==> src/rtl/muldiv_pkg.sv <==
// Shared encodings for the EX-stage multiply/divide unit: operation codes,
// FSM states and stall-request levels.
package muldiv_pkg;

    localparam logic [1:0] MD_MULT  = 2'b00;
    localparam logic [1:0] MD_MULTU = 2'b01;
    localparam logic [1:0] MD_DIV   = 2'b10;
    localparam logic [1:0] MD_DIVU  = 2'b11;

    typedef enum logic [1:0] {
        ST_IDLE = 2'b00,
        ST_MUL  = 2'b01,
        ST_DIV  = 2'b10,
        ST_DONE = 2'b11
    } md_state_e;

    localparam logic MD_STALL   = 1'b1;
    localparam logic MD_NOSTALL = 1'b0;

endpackage

==> src/rtl/muldiv_div_step.sv <==
// One restoring-division step: shift the next dividend bit into the partial
// remainder, subtract the divisor if it fits, and emit the quotient bit.
module muldiv_div_step #(
    parameter int WIDTH = 32
) (
    input  logic [WIDTH-1:0] i_rem,
    input  logic             i_bit,
    input  logic [WIDTH-1:0] i_div,
    output logic [WIDTH-1:0] o_rem,
    output logic             o_q
);
    logic [WIDTH:0] w_shifted;
    logic [WIDTH:0] w_diff;

    assign w_shifted = {i_rem, i_bit};
    assign w_diff    = w_shifted - {1'b0, i_div};
    // i_rem < i_div always holds, so the subtraction borrows exactly when the divisor does not fit.
    assign o_q       = ~w_diff[WIDTH];
    assign o_rem     = o_q ? w_diff[WIDTH-1:0] : w_shifted[WIDTH-1:0];

endmodule

==> src/rtl/ex_muldiv_unit.sv <==
// Iterative mult/multu/div/divu unit for the EX stage, producing HI/LO and a stall request.
// Defining MULDIV_FAST_MUL_EN replaces the shift-add multiply with a single-cycle multiply.
module ex_muldiv_unit
    import muldiv_pkg::*;
#(
    parameter int WIDTH = 32,
    parameter int CNT_W = $clog2(WIDTH + 1)
) (
    input  logic             clk,
    input  logic             rst,
    input  logic             op_valid_i,
    input  logic [1:0]       op_i,
    input  logic [WIDTH-1:0] opdata1_i,
    input  logic [WIDTH-1:0] opdata2_i,
    input  logic             annul_i,
    input  logic             advance_i,
    output logic [WIDTH-1:0] hi_o,
    output logic [WIDTH-1:0] lo_o,
    output logic             ready_o,
    output logic             busy_o,
    output logic             stallreq_o
);
    function automatic logic [WIDTH-1:0] f_cneg_w(input logic [WIDTH-1:0] v, input logic neg);
        return neg ? ('0 - v) : v;
    endfunction

    function automatic logic [2*WIDTH-1:0] f_cneg_2w(input logic [2*WIDTH-1:0] v, input logic neg);
        return neg ? ('0 - v) : v;
    endfunction

    md_state_e          r_state, w_state_nxt;
    logic [CNT_W-1:0]   r_cnt;
    logic [1:0]         r_op;
    logic               r_sgn1, r_sgn2;
    logic [WIDTH-1:0]   r_opd, r_hi, r_lo;
    logic [2*WIDTH-1:0] r_acc;

    logic               w_start, w_abort, w_last, w_div0, w_sin;
    logic [WIDTH-1:0]   w_mag1, w_mag2, w_rem_nxt;
    logic               w_qbit;
    logic [2*WIDTH-1:0] w_div_acc, w_acc_nxt, w_res;
    logic               w_is_div, w_signed, w_neg_prod, w_neg_rem;

    assign w_sin   = ~op_i[0];
    assign w_mag1  = f_cneg_w(opdata1_i, w_sin & opdata1_i[WIDTH-1]);
    assign w_mag2  = f_cneg_w(opdata2_i, w_sin & opdata2_i[WIDTH-1]);
    assign w_start = op_valid_i & ~annul_i;
    assign w_abort = annul_i | ~op_valid_i;
    assign w_last  = (r_cnt == CNT_W'(WIDTH - 1));
    assign w_div0  = op_i[1] & (opdata2_i == '0);

    // r_acc holds {partial remainder, dividend/quotient} for divide, {product hi, multiplier/product lo} for multiply.
    muldiv_div_step #(.WIDTH(WIDTH)) u_div_step (
        .i_rem (r_acc[2*WIDTH-1:WIDTH]),
        .i_bit (r_acc[WIDTH-1]),
        .i_div (r_opd),
        .o_rem (w_rem_nxt),
        .o_q   (w_qbit)
    );
    assign w_div_acc = {w_rem_nxt, r_acc[WIDTH-2:0], w_qbit};

`ifdef MULDIV_FAST_MUL_EN
    logic [2*WIDTH-1:0] w_fast_prod;
    assign w_fast_prod = f_cneg_2w({{WIDTH{1'b0}}, w_mag1} * {{WIDTH{1'b0}}, w_mag2},
                                   w_sin & (opdata1_i[WIDTH-1] ^ opdata2_i[WIDTH-1]));
    assign w_acc_nxt   = w_div_acc;
`else
    logic [WIDTH:0] w_mul_sum;
    assign w_mul_sum = {1'b0, r_acc[2*WIDTH-1:WIDTH]} + (r_acc[0] ? {1'b0, r_opd} : '0);
    assign w_acc_nxt = (r_state == ST_DIV) ? w_div_acc : {w_mul_sum, r_acc[WIDTH-1:1]};
`endif

    assign w_is_div   = (r_op == MD_DIV) || (r_op == MD_DIVU);
    assign w_signed   = (r_op == MD_MULT) || (r_op == MD_DIV);
    assign w_neg_prod = w_signed & (r_sgn1 ^ r_sgn2);
    assign w_neg_rem  = w_signed & r_sgn1;
    assign w_res      = w_is_div ? {f_cneg_w(w_acc_nxt[2*WIDTH-1:WIDTH], w_neg_rem),
                                    f_cneg_w(w_acc_nxt[WIDTH-1:0], w_neg_prod)}
                                 : f_cneg_2w(w_acc_nxt, w_neg_prod);

    always_comb begin
        w_state_nxt = r_state;
        case (r_state)
            ST_IDLE: begin
                if (w_start) begin
                    if (op_i[1])
                        w_state_nxt = w_div0 ? ST_DONE : ST_DIV;
`ifdef MULDIV_FAST_MUL_EN
                    else
                        w_state_nxt = ST_DONE;
`else
                    else
                        w_state_nxt = ST_MUL;
`endif
                end
            end
            ST_MUL, ST_DIV: begin
                if (w_abort)
                    w_state_nxt = ST_IDLE;
                else if (w_last)
                    w_state_nxt = ST_DONE;
            end
            ST_DONE: begin
                if (annul_i || advance_i)
                    w_state_nxt = ST_IDLE;
            end
            default: w_state_nxt = ST_IDLE;
        endcase
    end

    always_ff @(posedge clk or posedge rst) begin
        if (rst)
            r_state <= ST_IDLE;
        else
            r_state <= w_state_nxt;
    end

    always_ff @(posedge clk or posedge rst) begin
        if (rst) begin
            r_cnt  <= '0;
            r_op   <= '0;
            r_sgn1 <= 1'b0;
            r_sgn2 <= 1'b0;
            r_opd  <= '0;
            r_acc  <= '0;
            r_hi   <= '0;
            r_lo   <= '0;
        end else if (r_state == ST_IDLE) begin
            if (w_start) begin
                r_cnt  <= '0;
                r_op   <= op_i;
                r_sgn1 <= opdata1_i[WIDTH-1];
                r_sgn2 <= opdata2_i[WIDTH-1];
                r_opd  <= op_i[1] ? w_mag2 : w_mag1;
                r_acc  <= {{WIDTH{1'b0}}, (op_i[1] ? w_mag1 : w_mag2)};
                if (w_div0) begin
                    r_hi <= opdata1_i;
                    r_lo <= '1;
                end
`ifdef MULDIV_FAST_MUL_EN
                else if (!op_i[1]) begin
                    {r_hi, r_lo} <= w_fast_prod;
                end
`endif
            end
        end else if ((r_state == ST_MUL || r_state == ST_DIV) && !w_abort) begin
            r_cnt <= r_cnt + CNT_W'(1);
            r_acc <= w_acc_nxt;
            if (w_last)
                {r_hi, r_lo} <= w_res;
        end
    end

    assign hi_o       = r_hi;
    assign lo_o       = r_lo;
    assign ready_o    = (r_state == ST_DONE);
    assign busy_o     = (r_state == ST_MUL) || (r_state == ST_DIV);
    assign stallreq_o = (~rst & op_valid_i & ~annul_i & (r_state != ST_DONE)) ? MD_STALL : MD_NOSTALL;

endmodule

==> config.mk <==
export PLATFORM = sky130hd
export DESIGN_NAME = ex_muldiv_unit
export DESIGN_NICKNAME = d
export VERILOG_FILES = /design/src/rtl/muldiv_pkg.sv /design/src/rtl/muldiv_div_step.sv /design/src/rtl/ex_muldiv_unit.sv
export SDC_FILE = /design/constraint.sdc
export NUM_CORES = 1
export LEC_CHECK = 0
export CAP_MARGIN = 15
export CELL_PAD_IN_SITES_DETAIL_PLACEMENT = 0
export CELL_PAD_IN_SITES_GLOBAL_PLACEMENT = 2
export CORE_UTILIZATION = 36
export CTS_BUF_LIST = sky130_fd_sc_hd__clkbuf_4 sky130_fd_sc_hd__clkbuf_8
export DETAILED_ROUTE_END_ITERATION = 8
export GPL_TIMING_DRIVEN = 0
export PLACE_DENSITY_LB_ADDON = 0.1
export REMOVE_ABC_BUFFERS = 1
export SLEW_MARGIN = 30
export SYNTH_ARGS = -nofsm -noshare
export SYNTH_HDL_FRONTEND = slang
export SYNTH_HIERARCHICAL = 1
export SYNTH_SLANG_ARGS = --single-unit
==> constraint.sdc <==
create_clock -name clk -period 7.23 [get_ports clk]
set_input_delay 1.446 -clock clk [delete_from_list [all_inputs] [get_ports clk]]
set_output_delay 1.446 -clock clk [all_outputs]
set_load 0.02 [all_outputs]
==> metrics.txt <==
outcome=finished, final reports clean; CP required=~7.6 ns; clock skew=roughly 0.012 ns; detailed-route DRC error count=0; placer congestion estimate=0.908; diode count=0; share of flip-flops with an asynchronous set or reset=1.00; Longest Clk Path Bufs=2; Cell Area, Synth=15,900 um^2; CTS buffer count=17; layout cell share with drive strength beyond 1=0.0752; ANT nets after route=0; syn_area_per_cell=7.97 um^2; DIE AREA=45,100 um^2; initial core utilization=0.367; Total GRT Usage=0.274; Area growth syn-to-layout=15.4%; fin crit share=0.946; first drt pass iteration count=5; Initial DRC Count=1,088; final cell count without fillers=2,659; CTS tree=done; Post-Syn Instances=1,999; Seq/Total Area, Yosys=0.270; vias in the first global route=14,600; placed insts=approximately 2,600; Root Driver=clkbuf_8; CP endpoint kind=register; CP Max Fanout=25; first-pass GRT wire length=92,100 um; WL final=between 60,000 and 70,000 um; Die Ht=212 um; measured slew at the worst slew-check pin=0.958 ns; Worst-path clk slew=around 0.10 ns; Final Critical Period=6.84 ns; endpoints failing hold=0; Rel. slew slack=0.361; CP startpoint kind=register; initial antenna violation count=0; final net count=approximately 2,200; ys flop type=dfrtp_1; setup TNS=0 ns; CTS sink cnt=172; die width=212 um; Setup CP Type=reg -> reg; hpwl dp=47,800 um; wire per inst=23.1 um; Worst-Skew Late Latency=0.54 ns; number of vias per cell=5.88; CP Data Arrival Time=7.25 ns; DR vias=15,600; pwr dens=505 nW/um^2; I/O Pins=approximately 140; leakage=between 7 and 8 nW; Placeable Area=43,400 um^2; global route overflow=0; RSZ-0062 raised after global routing=no; largest net degree at the start of global routing=70; max-cap violations=0; number of buffers added on ports=137; H-tree Lvls=4; Synth Register Bits=172; fmax=146 MHz; filler instances=4,556; YS warnings=6; # rows=76; number of enable flip-flop cells after synthesis=0; Hold Crit Class=reg -> reg; Slew Viols, Final=0; maximum vdd drop=245 uV; Yosys cell types=between 100 and 150; Hold-fix buffers, CTS=0; setup violators final=0
stage by stage:
stage / utilization / setup WS, ns / hold slack, ns / power, mW / cell area, um^2
6_report: 0.424 / 0.388 / 0.490 / 9.28 / 18400
3_3_place_gp: 0.402 / -5.62 / 0.468 / 8.26 / 17400
4_1_cts: 0.423 / 0.118 / 0.497 / 9.23 / 18300
2_1_floorplan: - / 0.658 / 0.453 / 6.29 / 15300
5_1_grt: 0.424 / 0.0244 / 0.527 / 9.93 / 18400
3_5_place_dp: 0.413 / -0.473 / 0.475 / 8.36 / 17900
critical path, cell delays in order (launching register included):
cell and delay (ns):
dfrtp_2 0.54, inv_1 0.08, ha_1 0.25, fa_1 0.40
and2b_1 0.24, o2111ai_2 0.16, a21oi_2 0.27, o211ai_2 0.18
a211oi_4 0.26, buf_4 0.18, nor2_4 0.06, mux2i_4 0.19
and2_4 0.32, inv_8 0.16, mux2i_1 0.24, ha_1 0.22
nor3b_1 0.27, o221ai_1 0.26, nor3_2 0.36, nand3_4 0.21
o31a_4 0.50, a31o_1 0.22, nor3_2 0.22, or2_1 0.25
a31o_1 0.23, mux2i_1 0.29, nand3_1 0.11
cells in the final DEF, fill, tap and decap left out, types with 57 or more instances in the layout:
cell,instances
clkdlybuf4s50_1,136
inv_1,61
nand2_1,225
a31oi_1,57
nor2_1,196
ha_1,70
xnor2_1,88
o21ai_0,129
xor2_1,68
a21oi_1,178
dfrtp_1,170
layout make-up:
| type | instances | area, um^2 | share of cell area |
|---|---|---|---|
| inverters | 66 | 268 | 0.0146 |
| clock buffers | 18 | 248 | 0.0135 |
| well taps | 585 | 732 | 0.0398 |
| clock inverters | 14 | 191 | 0.0104 |
| flip-flops and latches | 172 | 4310 | 0.234 |
| multi-input cells | 1650 | 10900 | 0.593 |
| repair buffers | 154 | 1740 | 0.0948 |
flip-flops by register name, summed over array words and instances (netlist names), 2 cells and up:
| name | cells |
|---|---|
| lo_o | 32 |
| r_op | 2 |
| r_opd | 32 |
| r_cnt | 6 |
| r_state | 2 |
| hi_o | 32 |
| r_acc | 64 |
layer usage:
metal	up-vias	wire length (um)	track usage
met4	0	1120	0.0665
met1	7696	29300	0.396
met3	48	3420	0.0375
met2	466	27600	0.428
met5	-	0	0
li1	7428	-	-
power by group:
part / leakage (nW) / switching, mW / internal (mW)
registers: 2.25 / 0.450 / 1.22
clock network: 0.212 / 0.430 / 0.386
logic: 5.17 / 4.13 / 2.66
total: 7.63 / 5.01 / 4.27
cells by family after synthesis:
logic type	Yosys count	share of synthesized area
simple gates	710	0.215
compound gates	624	0.254
buf+inv	177	0.0537
flops	172	0.270
xor+xnor	156	0.0858
mux	86	0.0627
fa+ha+maj	74	0.0591
worst paths after layout:
check	start	to	slack, ns	cells past startpoint
setup / recovery	r_acc[31]$_DFFE_PP0P_	hi_o[30]$_DFFE_PP0P_	0.39	26
hold / removal	hi_o[30]$_DFFE_PP0P_	hi_o[30]$_DFFE_PP0P_	0.49	2
setup reg to reg	r_acc[31]$_DFFE_PP0P_	hi_o[30]$_DFFE_PP0P_	0.39	26
hold reg to reg	hi_o[30]$_DFFE_PP0P_	hi_o[30]$_DFFE_PP0P_	0.49	2
max in group asynchronous	rst	hi_o[29]$_DFFE_PP0P_	5.13	3
min in group asynchronous	rst	lo_o[14]$_DFFE_PP0P_	1.38	2
timing repair:
action,4_1_cts,5_1_grt
resized for setup,2,5
buffers inserted,1,1
setup endpoints to repair,5,5
pin swaps,0,1
Yosys cell counts (all sizes together) (31+ instances only):
library cell / count / share of area
nand2: 232 / 0.055
nor2: 201 / 0.048
a21oi: 181 / 0.057
dfrtp: 172 / 0.27
o21ai: 141 / 0.045
xnor2: 88 / 0.048
clkbuf: 78 / 0.020
ha: 72 / 0.057
xor2: 68 / 0.037
inv: 65 / 0.016
nor3: 58 / 0.019
a31oi: 57 / 0.022
mux2i: 55 / 0.036
and2: 42 / 0.017
nand3: 35 / 0.011
buf: 33 / 0.018
mux2: 31 / 0.026
o221ai: 31 / 0.017
No activity file was read; power rests on OpenSTA's default activity.
